$ cat config.mk
export PLATFORM = sky130hd
export DESIGN_NAME = alu_result_queue
export DESIGN_NICKNAME = d
export VERILOG_FILES = /design/src/rtl/alu_result_queue.sv
export SDC_FILE = /design/constraint.sdc
export NUM_CORES = 1
export LEC_CHECK = 0
export ABC_AREA = 1
export BUFFER_PORTS_ARGS = -buffer_cell sky130_fd_sc_hd__buf_4
export CAP_MARGIN = 20
export CELL_PAD_IN_SITES_DETAIL_PLACEMENT = 1
export CELL_PAD_IN_SITES_GLOBAL_PLACEMENT = 1
export CORE_ASPECT_RATIO = 2
export CORE_MARGIN = 2
export CORE_UTILIZATION = 40
export CTS_CLUSTER_DIAMETER = 80
export DETAILED_ROUTE_END_ITERATION = 10
export PLACE_DENSITY = 0.84
export SLEW_MARGIN = 20
export SYNTH_ARGS = -nofsm -noshare
export SYNTH_HDL_FRONTEND = slang
export SYNTH_SLANG_ARGS = --single-unit
$ cat constraint.sdc
create_clock -name clk -period 3.6 [get_ports clk]
set_clock_uncertainty 0.1 [all_clocks]
set_input_delay 0.36 -clock clk [delete_from_list [all_inputs] [get_ports clk]]
set_output_delay 0.36 -clock clk [all_outputs]
set_load 0.05 [all_outputs]
$ cat src/rtl/alu_result_queue.sv
// Writeback-side FIFO behind the 16-bit ALU: stores result, opcode, dest tag and {C,Z,N,E}.
// Optional sticky flag accumulator is built only when ALU_RESULT_STICKY_EN is defined.
module alu_result_queue #(
    parameter int unsigned WIDTH  = 16,
    parameter int unsigned DEPTH  = 2,
    parameter int unsigned DEST_W = 3
) (
    input  logic                     clk,
    input  logic                     rst_n,
    input  logic                     in_valid,
    output logic                     in_ready,
    input  logic [WIDTH-1:0]         ar_out,
    input  logic                     ar_cout,
    input  logic                     ar_compare,
    input  logic [3:0]               ar_sel,
    input  logic [DEST_W-1:0]        in_dest,
    output logic                     out_valid,
    input  logic                     out_ready,
    output logic [WIDTH-1:0]         out_data,
    output logic [3:0]               out_sel,
    output logic [DEST_W-1:0]        out_dest,
    output logic [3:0]               out_flags,
    output logic [$clog2(DEPTH):0]   level,
    output logic [3:0]               sticky_flags,
    input  logic                     flag_clr
);

    localparam int unsigned PTR_W = (DEPTH > 1) ? $clog2(DEPTH) : 1;
    localparam int unsigned LVL_W = $clog2(DEPTH) + 1;

    logic [WIDTH-1:0]  data_mem  [DEPTH];
    logic [3:0]        sel_mem   [DEPTH];
    logic [DEST_W-1:0] dest_mem  [DEPTH];
    logic [3:0]        flags_mem [DEPTH];

    logic [PTR_W-1:0] wr_ptr_q, wr_ptr_d;
    logic [PTR_W-1:0] rd_ptr_q, rd_ptr_d;
    logic [LVL_W-1:0] level_q, level_d;

    logic       push;
    logic       pop;
    logic [3:0] new_flags;

    // Handshakes depend only on registered occupancy.
    assign in_ready  = (level_q != LVL_W'(DEPTH));
    assign out_valid = (level_q != '0);
    assign push      = in_valid && in_ready;
    assign pop       = out_valid && out_ready;
    assign level     = level_q;

    assign new_flags = {ar_cout, (ar_out == '0), ar_out[WIDTH-1], ar_compare};

    always_comb begin
        wr_ptr_d = wr_ptr_q;
        rd_ptr_d = rd_ptr_q;
        level_d  = level_q;
        if (push) begin
            wr_ptr_d = (wr_ptr_q == PTR_W'(DEPTH - 1)) ? '0 : wr_ptr_q + PTR_W'(1);
        end
        if (pop) begin
            rd_ptr_d = (rd_ptr_q == PTR_W'(DEPTH - 1)) ? '0 : rd_ptr_q + PTR_W'(1);
        end
        unique case ({push, pop})
            2'b10:   level_d = level_q + LVL_W'(1);
            2'b01:   level_d = level_q - LVL_W'(1);
            default: level_d = level_q;
        endcase
    end

    always_ff @(posedge clk) begin
        if (!rst_n) begin
            wr_ptr_q <= '0;
            rd_ptr_q <= '0;
            level_q  <= '0;
        end else begin
            wr_ptr_q <= wr_ptr_d;
            rd_ptr_q <= rd_ptr_d;
            level_q  <= level_d;
        end
    end

    // Storage is not reset; a push coinciding with reset is dropped.
    always_ff @(posedge clk) begin
        if (rst_n && push) begin
            data_mem[wr_ptr_q]  <= ar_out;
            sel_mem[wr_ptr_q]   <= ar_sel;
            dest_mem[wr_ptr_q]  <= in_dest;
            flags_mem[wr_ptr_q] <= new_flags;
        end
    end

    always_comb begin
        out_data  = '0;
        out_sel   = '0;
        out_dest  = '0;
        out_flags = '0;
        if (out_valid) begin
            out_data  = data_mem[rd_ptr_q];
            out_sel   = sel_mem[rd_ptr_q];
            out_dest  = dest_mem[rd_ptr_q];
            out_flags = flags_mem[rd_ptr_q];
        end
    end

`ifdef ALU_RESULT_STICKY_EN
    logic [3:0] sticky_q, sticky_d;

    always_comb begin
        sticky_d = flag_clr ? 4'b0000 : sticky_q;
        if (push) begin
            sticky_d = sticky_d | new_flags;
        end
    end

    always_ff @(posedge clk) begin
        if (!rst_n) begin
            sticky_q <= '0;
        end else begin
            sticky_q <= sticky_d;
        end
    end

    assign sticky_flags = sticky_q;
`else
    logic unused_flag_clr;
    assign unused_flag_clr = flag_clr;
    assign sticky_flags    = '0;
`endif

endmodule

# Yosys cells after proc, flatten, opt, wreduce, memory -nomap -nowiden
# Memory sizes are Yosys's and may differ from the RTL's. A register that Yosys moved wholly into a read port is not among the register bits.
# Index checks and enable logic that the tools add are counted.
# op_classes
addsub,4
n_eq_ne,3
mux,17
reduce_logical,6
# ops
cell,count
$logic_not A16 Y1,1
$mux W16,1
$mux W1,12
$mux W4,2
$pmux W2 S2,1
$reduce_bool A2 Y1,2
$logic_and A1 B1 Y1,3
$mux W3,1
$add A1 B1 Y1 const B,2
$add A2 B1 Y2 const B,1
$eq A2 B1 Y1 const B,1
$eq A2 B2 Y1 const B,1
$ne A2 B2 Y1 const B,1
$sub A2 B1 Y2 const B,1
# word_totals
reg_bits,4
ram_bits,54
input_bits,30
output_inout_bits,35
word_cells,37
n_memories,4
# memory_table
name,words,word_bits,read_ports,rd_ports_with_merged_regs,wr,line_no,rtl
data_mem,2,16,1,1,1,31,logic [WIDTH-1:0] data_mem [DEPTH];
flags_mem,2,4,1,1,1,34,logic [3:0] flags_mem [DEPTH];
sel_mem,2,4,1,1,1,32,logic [3:0] sel_mem [DEPTH];
dest_mem,2,3,1,1,1,33,logic [DEST_W-1:0] dest_mem [DEPTH];

# Depth between registers and ports, before layout
# depth
word_depth,5
ltp_mapped,9
mapped_depth_nobuf,9

# Worst setup path before layout
# OpenSTA, ideal clock, no wires.
# synth_path
path_kind,register to register
startpoint,"register level_q[0], in the netlist level[0]"
endpoint,memory data_mem[0][0] (enable)
setup_time_ns,0.409
arrival_ns,2.426
required_ns,3.091
path_slack_ns,0.665
path_stages_with_launch,5
n_path_buf,0
period_less_slack_ns,2.935
cell_sequence,dfxtp_1 inv_1 nand2_2 nand2_2 nor2_1
# synth_via
elab_chain_cells,5
# synth_rtl
element,line_no,rtl
"start, declared",38,"logic [LVL_W-1:0] level_q, level_d;"
"start signal, assigned",78,level_q <= level_d;
$ne A2 B2 Y1,45,assign in_ready = (level_q != LVL_W'(DEPTH));
net in_ready,11,"output logic in_ready,"
$logic_and A1 B1 Y1,47,assign push = in_valid && in_ready;
$logic_and A1 B1 Y1,84,if (rst_n && push) begin
$mux W1,84,
$mux W1 (implied by the code),85,data_mem[wr_ptr_q] <= ar_out;
"end, declared",31,
# The timed path passes the listed nets, and every way through them passes these cells.

==> summary.txt <==
Clock tree
  • Worst skew pair latency: between 300 and 400 ps
  • CTS tree: yes
  • Clk root buf: clkbuf_16
  • Post-CTS sizing: 0
  • Hold_buf cts: 0
  • Num CTS Buffers: 9
  • Clock-pin slew on the worst setup and hold paths: approximately 50 ps
  • Total setup buffers inserted after CTS: 0
  • CTS max path bufs: 2
  • H-tree depth: 3
  • CTS Sinks: 57

Finish
  • Number of antenna diodes: 0
  • Layout cells sized above 1: about 30%
  • Area Overhead vs Synth: 32.4%
  • Finished Layout Cells: 323
  • Most common cell after layout, fill and taps aside: buf_4
  • Fin area: between 0.003 and 0.004 mm^2
  • Nets@finish: 288
  • Most frequent cells in the layout: buf_4, nand2_1, edfxtp_1, a21oi_1, nor2_1

Floorplan
  • Initial core utilization: 41.0%
  • FP Rows: 39
  • Total core area: 0.00561 mm^2
  • Die width: between 50 and 60 um
  • Ports: 65
  • Die height: ~110 um
  • Die Footprint: approximately 0.0064 mm^2

GRT
  • First-pass GRT wire length: 8300 um
  • Initial antenna violation count: 0
  • Grt ovf: 0
  • Largest net degree at the start of global routing: 29
  • Vias in the first global route: between 1500 and 2000
  • Global Route Usage Sum: 17.6%

Power
  • P_int: roughly 1.5 mW
  • Sw Ratio: between 30% and 40%
  • Pwr Density: 819 mW/mm^2
  • Logic pwr share: 35.9%
  • Worst ir drop on vdd: 513 uV
  • Switch Pwr: 956 uW
  • Clk pwr share: 31.6%
  • Leakage: between 1 and 1.5 nW
  • Sequential share of power: 32.4%

Drt
  • Initial drt markers: 37
  • Vias: about 1600
  • Drt via density: 5.03
  • DRC viols: 0
  • DRT Wirelength: between 5000 and 6000 um
  • DRT antenna net count: 0
  • Drt pass-1 iters: 4
  • Drt wl/cell: 15.8 um

Logic synthesis
  • Avg Cell Area, Syn: 11.9 um^2
  • Seq/Total Area, Yosys: 72.3%
  • Share of the synthesized area in the top cell type: between 60% and 70%
  • Cell area after synthesis: 0.00230 mm^2
  • Area leader, netlist: edfxtp_1
  • Yosys cell types: 20
  • FF+latch count, synth: 57
  • Post-Syn Instances: 193
  • Synth top area cells: edfxtp_1, nand2_1, a21oi_1
  • Warnings from Yosys: 0

Worst hold path
  • Worst hold path type: primary input to flip-flop
  • Hold path cells: 1
  • Worst Min Path Start: ar_cout
  • Min-Delay Endpoint: flags_mem[0][3]$_DFFE_PP_

Status
  • Status: complete, no violations

Critical path
  • Worst EP arrival: approximately 1800 ps
  • Slowest stage delay, CP: 390 ps
  • Setup slack, reg-to-reg: 1680 ps
  • Worst path top cell family by delay: buffers and inverters
  • Reg2reg start: level[1]$_SDFFE_PN0P_
  • Data required, critical path: 3140 ps
  • Worst reg2reg path depth: 8
  • Buffers & Inverters on Critical Path: 3
  • CP max-delay cell: inv_2
  • Crit-path cells: buf_4 > inv_2 > nand2_1 > a21oi_1 > buf_4
  • CP most frequent cell: buf_4
  • RR Endpoint: level[1]$_SDFFE_PN0P_
  • Worst-path fanout max: 27
  • Critical path class: flip-flop to output port
  • Worst setup EP type: output port
  • CP Launch Type: flip-flop

Timing
  • Setup violations, final: 0
  • Setup ws final: 1300 ps
  • Slew headroom: a little over half
  • Pins over their slew limit: 0
  • Hold Fails Final Rpt: 0
  • Hold_ws: 124 ps
  • FMAX: 435 MHz
  • Period utilisation layout: 63.8%
  • Setup_tns: 0 ps
  • Unrepaired setup endpoints after global routing: no
  • Tightest Pin Transition: 709 ps
  • Tmin final: 2300 ps

Placement
  • DP Worst Slack: 1650 ps
  • Cells after DPL: 307
  • Dpl cell area: 0.00276 mm^2
  • # port buffers: ~60
  • Detailed placer's ending HPWL: 3190 um
  • Placer Congestion: approximately 0.65

Job
  • Max-cap check violation count: 0
==> sequential cells by signal, indices dropped and copies added, names as in the netlist, named ones only <==
register and flops:
rd_ptr_q 1, dest_mem 6, data_mem 30, flags_mem 8, level 2, sel_mem 8, wr_ptr_q 1
==> logic make-up after synthesis <==
| kind of cell | synth area share, % |
|---|---|
| compound gates | 6.31 |
| simple gates | 15.2 |
| flops | 72.3 |
| buf+inv | 5.50 |
| fa+ha+maj | 0.544 |
| other cells | 0.163 |
==> how the worst max path moves through the flow <==
stage                           from  cells after the start                       end  slack, ps
5_1_grt                    flip-flop                      5               out_data[1]       1170
2_1_floorplan  level[0]$_SDFFE_PN0P_                      4  data_mem[0][0]$_DFFE_PP_        670
4_1_cts                    flip-flop                      5               out_data[1]       1240
6_report                   flip-flop                      5               out_data[1]       1300
3_5_place_dp   level[1]$_SDFFE_PN0P_                      8     level[1]$_SDFFE_PN0P_       1650
3_3_place_gp               flip-flop                      5              out_data[15]       1730
==> layout make-up <==
cell class / count / area (um^2)
clock buffer: 11 / 233
clock inverter: 5 / 46.3
fill: 612 / 2570
inverter: 8 / 30.0
multi-input combinational: 119 / 531
sequential: 57 / 1660
tap: 61 / 76.3
timing repair buffer: 62 / 465
==> metrics by stage <==
step                      power [mW]  util [%]
after floorplan                 1.47         -
after global placement          1.70      49.3
after detailed placement        1.72      49.3
after CTS                       2.52      54.2
after global routing            2.60      54.2
final                           2.49      54.2
==> worst reg2reg max path, cell delays in order (launching register included) <==
cell	delay, ps
dfxtp_1	370
nor2_4	590
nor2_2	110
ha_1	330
inv_1	90
nand2_1	60
nor2_1	80
nor2_1	50
nor2_1	90
==> power groups by stage <==
stage                     registers, mW  logic [mW]  clock network [mW]
after detailed placement          0.820       0.902                   0
after global placement            0.816       0.882                   0
after global routing              0.812       0.953               0.835
after CTS                         0.809       0.908               0.806
after floorplan                   0.841       0.634                   0
final                             0.809       0.896               0.789
==> layer usage <==
metal,GRT usage (%),wire (um)
met1,20.8,1940
met2,28.3,2730
met3,5.48,337
met4,8.37,91
met5,0,0
==> cells in the mapped netlist <==
library cell,count
nand2_1,59
o21ai_0,1
ha_1,1
nand4_1,3
buf_4,7
inv_1,7
buf_2,2
nor2_2,1
buf_6,3
nor3_2,1
edfxtp_1,52
inv_2,1
nand3_1,1
conb_1,1
nor2_4,1
o21ai_1,1
dfxtp_1,5
a21oi_1,27
nor2_1,17
nand2_2,2
Note: power is estimated with default switching activity, not from simulation.
